$ cat src/rtl/lock_detect_pkg.sv
// Shared state encoding and default timing parameters for the PLL lock detector.
package lock_detect_pkg;

    typedef enum logic [1:0] {
        ST_IDLE  = 2'd0,
        ST_FIRST = 2'd1,
        ST_ACQ   = 2'd2,
        ST_LOCK  = 2'd3
    } state_t;

    localparam int DEF_EXP_PERIOD = 20;
    localparam int DEF_TOL        = 1;
    localparam int DEF_LOCK_CNT   = 8;
    localparam int DEF_TIMEOUT    = 64;
    localparam int DEF_CNT_W      = 16;

endpackage

$ cat src/rtl/edge_sync.sv
// Two-flop synchronizer for the monitored clock followed by a registered rising-edge detect.
module edge_sync (
    input  logic clk,
    input  logic rst,
    input  logic d,
    output logic rise
);

    logic sync_1;
    logic sync_2;
    logic sync_3;

    always_ff @(posedge clk or negedge rst) begin
        if (!rst) begin
            sync_1 <= 1'b0;
            sync_2 <= 1'b0;
            sync_3 <= 1'b0;
            rise   <= 1'b0;
        end else begin
            sync_1 <= d;
            sync_2 <= sync_1;
            sync_3 <= sync_2;
            rise   <= sync_2 & ~sync_3;
        end
    end

endmodule

$ cat src/rtl/lock_detect.sv
// PLL lock detector: measures mon_clk period in clk cycles and declares lock after
// LOCK_CNT consecutive in-tolerance periods; loses lock on mismatch or missing edges.
//
// state    | meaning
// ST_IDLE  | disabled, counters cleared
// ST_FIRST | waiting for the first edge to start a measurement
// ST_ACQ   | measuring, counting consecutive in-tolerance periods
// ST_LOCK  | locked, LOCKED asserted
module lock_detect
    import lock_detect_pkg::*;
#(
    parameter int EXP_PERIOD = DEF_EXP_PERIOD,
    parameter int TOL        = DEF_TOL,
    parameter int LOCK_CNT   = DEF_LOCK_CNT,
    parameter int TIMEOUT    = DEF_TIMEOUT,
    parameter int CNT_W      = DEF_CNT_W
) (
    input  logic             clk,
    input  logic             rst,
    input  logic             mon_clk,
    input  logic             en,
    output logic             LOCKED,
    output logic [CNT_W-1:0] period,
    output logic             period_valid,
    output logic             lock_lost
);

    localparam int MATCH_W = $clog2(LOCK_CNT + 1);
    localparam logic [CNT_W-1:0]   CNT_ONE   = CNT_W'(1);
    localparam logic [CNT_W-1:0]   CNT_MAX   = '1;
    localparam logic [CNT_W-1:0]   TIMEOUT_V = CNT_W'(TIMEOUT);
    localparam logic [MATCH_W-1:0] LOCK_V    = MATCH_W'(LOCK_CNT);
    // Lower bound clamps at zero so a tolerance wider than the period cannot wrap.
    localparam logic [CNT_W:0] TOL_LO = (CNT_W+1)'((EXP_PERIOD > TOL) ? EXP_PERIOD - TOL : 0);
    localparam logic [CNT_W:0] TOL_HI = (CNT_W+1)'(EXP_PERIOD + TOL);

    logic               rise;
    state_t             state, state_nx;
    logic [CNT_W-1:0]   cnt, cnt_nx;
    logic [MATCH_W-1:0] match, match_nx;
    logic [CNT_W:0]     meas;
    logic               in_tol;
    logic               timeout_hit;
    logic               measure;
    logic               lost_nx;

    edge_sync u_edge_sync (
        .clk  (clk),
        .rst  (rst),
        .d    (mon_clk),
        .rise (rise)
    );

    assign meas        = {1'b0, cnt};
    assign in_tol      = (meas >= TOL_LO) && (meas <= TOL_HI);
    assign timeout_hit = (cnt == TIMEOUT_V);

    always_comb begin
        state_nx = state;
        match_nx = match;
        measure  = 1'b0;
        lost_nx  = 1'b0;
        cnt_nx   = rise ? CNT_ONE : ((cnt == CNT_MAX) ? cnt : cnt + 1'b1);
        if (!en) begin
            state_nx = ST_IDLE;
            match_nx = '0;
            cnt_nx   = '0;
        end else begin
            unique case (state)
                ST_IDLE: begin
                    state_nx = ST_FIRST;
                    cnt_nx   = '0;
                end
                ST_FIRST: begin
                    if (rise) begin
                        state_nx = ST_ACQ;
                        match_nx = '0;
                    end
                end
                ST_ACQ: begin
                    if (rise) begin
                        measure = 1'b1;
                        if (in_tol) begin
                            match_nx = match + 1'b1;
                            if (match_nx == LOCK_V) state_nx = ST_LOCK;
                        end else begin
                            match_nx = '0;
                        end
                    end else if (timeout_hit) begin
                        state_nx = ST_FIRST;
                        match_nx = '0;
                    end
                end
                ST_LOCK: begin
                    if (rise) begin
                        measure = 1'b1;
                        if (!in_tol) begin
                            state_nx = ST_ACQ;
                            match_nx = '0;
                            lost_nx  = 1'b1;
                        end
                    end else if (timeout_hit) begin
                        state_nx = ST_FIRST;
                        match_nx = '0;
                        lost_nx  = 1'b1;
                    end
                end
                default: state_nx = ST_IDLE;
            endcase
        end
    end

    always_ff @(posedge clk or negedge rst) begin
        if (!rst) begin
            state        <= ST_IDLE;
            cnt          <= '0;
            match        <= '0;
            period       <= '0;
            period_valid <= 1'b0;
            LOCKED       <= 1'b0;
            lock_lost    <= 1'b0;
        end else begin
            state        <= state_nx;
            cnt          <= cnt_nx;
            match        <= match_nx;
            period_valid <= measure;
            LOCKED       <= (state_nx == ST_LOCK);
            lock_lost    <= lost_nx;
            if (measure) period <= cnt;
        end
    end

endmodule

$ cat config.mk
export PLATFORM = sky130hd
export DESIGN_NAME = lock_detect
export DESIGN_NICKNAME = d
export VERILOG_FILES = /design/src/rtl/lock_detect_pkg.sv /design/src/rtl/edge_sync.sv /design/src/rtl/lock_detect.sv
export SDC_FILE = /design/constraint.sdc
export NUM_CORES = 1
export LEC_CHECK = 0
export ABC_AREA = 1
export CAP_MARGIN = 5
export CORE_ASPECT_RATIO = 0.9
export CORE_MARGIN = 8
export CORE_UTILIZATION = 55
export DETAILED_ROUTE_END_ITERATION = 8
export PLACE_DENSITY = 0.8
export RECOVER_POWER = 25
export SYNTH_ARGS = -nofsm -noshare
export SYNTH_HDL_FRONTEND = slang
export SYNTH_HIERARCHICAL = 1
export SYNTH_SLANG_ARGS = --single-unit
$ cat constraint.sdc
create_clock -name clk -period 1.9 [get_ports clk]
set_input_delay 0.38 -clock clk [delete_from_list [all_inputs] [get_ports clk]]
set_output_delay 0.38 -clock clk [all_outputs]
set_load 0.05 [all_outputs]
Yosys cells after proc, flatten, opt, wreduce, memory -nomap -nowiden
Index checks and enable logic that the tools add are counted.

Magnitude comparators: 2. Eq/ne operators: 11. Reduce and logical (&&, ||, !) cells: 4. Mux-type cells: 29. Bitwise operators: 2. Add/subtract/negate cells: 2.

Operators with widths (count): $mux 16 (4); $mux 4 (7); $add 16x1->16 const B (1); $eq 16x16->1 const B (1); $eq 16x7->1 const B (1); $ge 16x5->1 const B (1); $le 16x5->1 const B (1); $mux 2 (8); $pmux 4 s3 (1); $mux 1 (8); $pmux 2 s4 (1); $eq 2x2->1 const B (3); $add 4x1->4 const B (1); $eq 4x4->1 const B (1); $ne 4x1->1 const B (1); $ne 4x2->1 const B (1); $ne 4x4->1 const B (1); $ne 3x2->1 const B (1); $reduce_and 3->1 (1); $eq 2x1->1 const B (1); $logic_not 2->1 (1); $reduce_or 2->1 (1); $and 1x1->1 (1); $logic_and 1x1->1 (1); $not 1->1 (1).

Input bits: 4. Output and inout port bits: 19. Bits in registers: 45.

Logic depth before layout (Yosys ltp)
Depth in word-level cells: 8. Depth in mapped cells: 12. Mapped depth without buffers: 12.

Cells and area by module
The synthesis kept the hierarchy.

Modules (own cells, without submodules): lock_detect (area each 2292.2 um^2, times used 1, cells each 307); edge_sync (area each 110.1 um^2, times used 1, cells each 6).

Worst setup path before layout
OpenSTA, ideal clock, no wires.

Kind: register to register. Start point: register cnt[0]. End point: register cnt[11]. Setup time: 118 ps. Clock period less this slack: 1418 ps. Data arrival time: 1301 ps. Setup slack: 482 ps. Stages on the path, launching flop included: 11. Cell sequence: dfrtp_1 > ha_1 > nand2_2 > nor2_4 > nand2_1 > nor3_2 > nand3_2 > nand2_1 > nand2_1 > nand2_1 > nor2_1.

Word-level cells in the longest chain between the ends: 5. Elaborated cells between the ends (all ways): 7.

Ends and longest elaborated chain: start, declared (RTL line lock_detect.sv:39) `logic [CNT_W-1:0] cnt, cnt_nx;`; start signal, assigned (RTL line lock_detect.sv:124) `cnt <= cnt_nx;`; $add 16x1->16 (RTL line lock_detect.sv:63) `cnt_nx = rise ? CNT_ONE : ((cnt == CNT_MAX) ? cnt : cnt + 1'b1);`; $mux 16 (2 in series) (RTL line lock_detect.sv:63); $mux 16 (RTL line lock_detect.sv:69) `unique case (state)`; $mux 16 (RTL line lock_detect.sv:64) `if (!en) begin`.

Parallel ways exist; a longest one is shown, timed or not. The select of a mux whose other input is x is not followed. A chain may end at the register's enable or synchronous reset.

Final worst setup path
Start point: register period[3]. End point: output period[3].

RTL lines: start, declared (RTL line lock_detect.sv:23) `output logic [CNT_W-1:0] period,`; start signal, assigned (RTL line lock_detect.sv:129) `if (measure) period <= cnt;`.

No word-level cell between the ends.

==> key figures <==
Status
  • Outcome: completed

Route
  • Router iterations before antenna repair: 4
  • Overall routed net length: 5210 um
  • Drt drc: 0
  • Antenna-violating nets left: 0
  • Wire per inst: 13.4 um
  • Drt first-iter violations: ~160
  • Via density: 5.29
  • Via count: roughly 2000

Global routing
  • Initial antenna violation count: 0
  • Overflow after GRT: 0
  • First-pass GRT wire length: just under 9000 um
  • GRT Overall Usage: 16.4%
  • Vias in the first global route: 1939
  • Largest net degree at the start of global routing: 46

Synthesis
  • Xor and xnor area share after synthesis: 0.729%
  • Yosys top cell by area: dfrtp_1
  • Synth area leaders: dfrtp_1, nand2_1, inv_1
  • Syn avg cell area: about 7.7 sq um
  • Adder-Cell Fraction of Synth Area: approximately 2.1%
  • FF+latch count, synth: 45
  • Mux contribution to synthesized area: 0%
  • Mapped Nets: 321
  • Compound-cell area share of the yosys netlist: 6.67%
  • Register area share after synthesis: 46.9%
  • Mapped cell area: 2400 sq um
  • Area share of the largest cell type after synthesis: 46.9%
  • Ys Warns: 6
  • Post-synthesis simple-gate area fraction: 36.1%
  • Synth unique cells: 28
  • Largest family of logic cells by synthesized area: simple AND/OR/NAND/NOR gates
  • Mapped Cells: 313

Floorplanning
  • Core Area: 4130 sq um
  • Starting density of the core: 58.2%
  • Die Y: 78.7 um
  • FP Rows: 22
  • Io pins: 23
  • Die width: 85.7 um
  • Die ar.: 6740 sq um

Clocking
  • Clk slew on worst S/H paths: about 0.08 ns
  • TritonCTS buffer count: 5
  • CTS H-Tree Depth: 2
  • Post-CTS Hold Fix Bufs: 0
  • Clock Sinks: 45
  • Root Driver: clkbuf_8
  • Clock Tree Buf Depth: 2
  • Latest clock arrival within the worst-skew pair: 0.30 ns
  • TritonCTS clock tree: yes

Layout
  • Area growth syn-to-layout: 14.7%
  • Most frequent cells in the layout: nand2_1, dfrtp_1, inv_1, nor2_1, nand3_1
  • Antenna Cells: 0
  • Commonest non-fill, non-tap cell in the layout: nand2_1
  • NumNets Final: 347
  • Share of cells above drive strength 1: 10.9%
  • Number of fill cells: 353
  • Finished Layout Cells: 388

Power and ir drop
  • PD cells: approximately 610 nW/um^2
  • Leakage Power: 0.00136 uW
  • Worst vdd ir: 0.405 mV
  • Total chip power: 1690 uW

Timing
  • Worst hold slack: 0.357 ns
  • Setup Skew: 0.00463 ns
  • Worst Tran Pin Value: 1.12 ns
  • Final Hold Fails: 0
  • Finish-stage setup viols: 0
  • Slew Limit Fails: 0
  • Final setup TNS: 0 ns
  • Fmax: 540 MHz
  • Setup repair after global routing missed its margin: false
  • Crit path time final: 1.85 ns
  • Post-route setup slack: 0.0467 ns
  • Slew headroom: 25.0%
  • Tcrit/Tclk final: 97.5%

Placement
  • Port buffer count: 22
  • Pre-CTS setup slack: 0.0632 ns
  • Final Wtd Congestion: between 0.8 and 0.9
  • Post-placement cell count: 380
  • Placed wire-length estimate: 3960 um

Worst setup path
  • Slowest-stage cell, CP: clkdlybuf4s50_1
  • Crit path DAT: 1.47 ns
  • Crit end category: output port
  • CP Buf/Inv Count: 1
  • CP peak stage delay: 0.81 ns
  • WS Path Type: reg2out
  • Required time of the critical path: about 1.5 ns
  • Critical Path, Cell by Cell: clkdlybuf4s50_1
  • CP top delay family: buffers and inverters
  • Internal reg-to-reg setup slack: 0.19 ns
  • R2R cell count: 11
  • Worst reg2reg endpoint: match[2]
  • Crit start category: flip-flop
  • Worst r2r src: cnt[0]
  • Crit path max fanout: 2

Job
  • Max Cap Viol: 0

Hold path
  • Worst Hold Class: in2async
==> final cells by class <==
cell class              count  area (sq um)  share of cell area [%]
flip-flops and latches     45          1130                    40.9
multi-input cells         222          1100                    39.8
repair buffers             24           233                    8.45
inverters                  41           154                    5.59
clock buffers               5          68.8                    2.50
well taps                  48          60.1                    2.18
clock inverters             3          17.5                   0.636
==> stage by stage <==
stage / util, % / instance area [sq um]
finish: 66.7 / 2760
global route: 66.7 / 2760
CTS: 67.0 / 2770
detailed placement: 64.9 / 2680
global placement: 64.9 / 2680
floorplan: - / 2400
==> worst max path at each step <==
stage | startpoint | end | cells past startpoint | slack (ns)
finish | period[3] | period[3] | 1 | 0.05
global route | period[13] | period[13] | 1 | 0.007
CTS | period[1] | period[1] | 1 | 0.04
detailed placement | en | period[7] | 7 | 0.06
global placement | en | cnt[10] | 8 | 0.08
floorplan | cnt[0] | cnt[11] | 10 | 0.48
==> flip-flops by register name (all words and copies together) (netlist names) <==
name and flops:
match 4, period 16, state 2, lock_lost 1
u_edge_sync/rise 1, LOCKED 1, period_valid 1, cnt 16
u_edge_sync/sync_3 1, u_edge_sync/sync_2 1, u_edge_sync/sync_1 1
==> cell usage after synthesis <==
master	n
nor2_1	35
clkbuf_1	1
inv_2	6
nor2_4	4
nand4_1	6
inv_1	35
ha_1	4
nand3b_1	2
nand2_2	4
nand2_1	88
nor2_2	5
dfrtp_1	45
nor4_2	1
a21oi_1	9
buf_2	3
o211ai_1	1
nor3_1	7
a21boi_0	1
o21ai_1	11
nand3_1	26
xor2_1	2
nand3_2	2
nor3_2	2
and2_1	1
o21ai_0	9
nor3_4	1
nand4_2	1
buf_4	1
==> logic make-up (layout without fill, tap and decap cells) <==
family          count (synthesis)  in the layout
compound gates                 31             31
fa+ha+maj                       4              4
flops                          45             45
buf+inv                        46             73
xor+xnor                        2              2
simple gates                  185            185
==> where the power goes <==
part	internal, uW	switching (uW)
Clock	254	324
Sequential	971	16.3
Combinational	35.8	90.3
Total	1260	430
==> metal layers <==
layer  global-route usage, %  share of wire (%)  up-vias
li1                        -                  -     1044
met1                    22.4                 50      941
met2                    24.1                 43       60
met3                    4.32                6.1        6
met4                    6.99                1.1        0
met5                       0                  0        -
==> repair_timing <==
action	in CTS	in global routing
gates resized for setup	0	2
setup buffers	0	0
setup endpoints to repair	0	2
(Power assumes the default switching activity.)
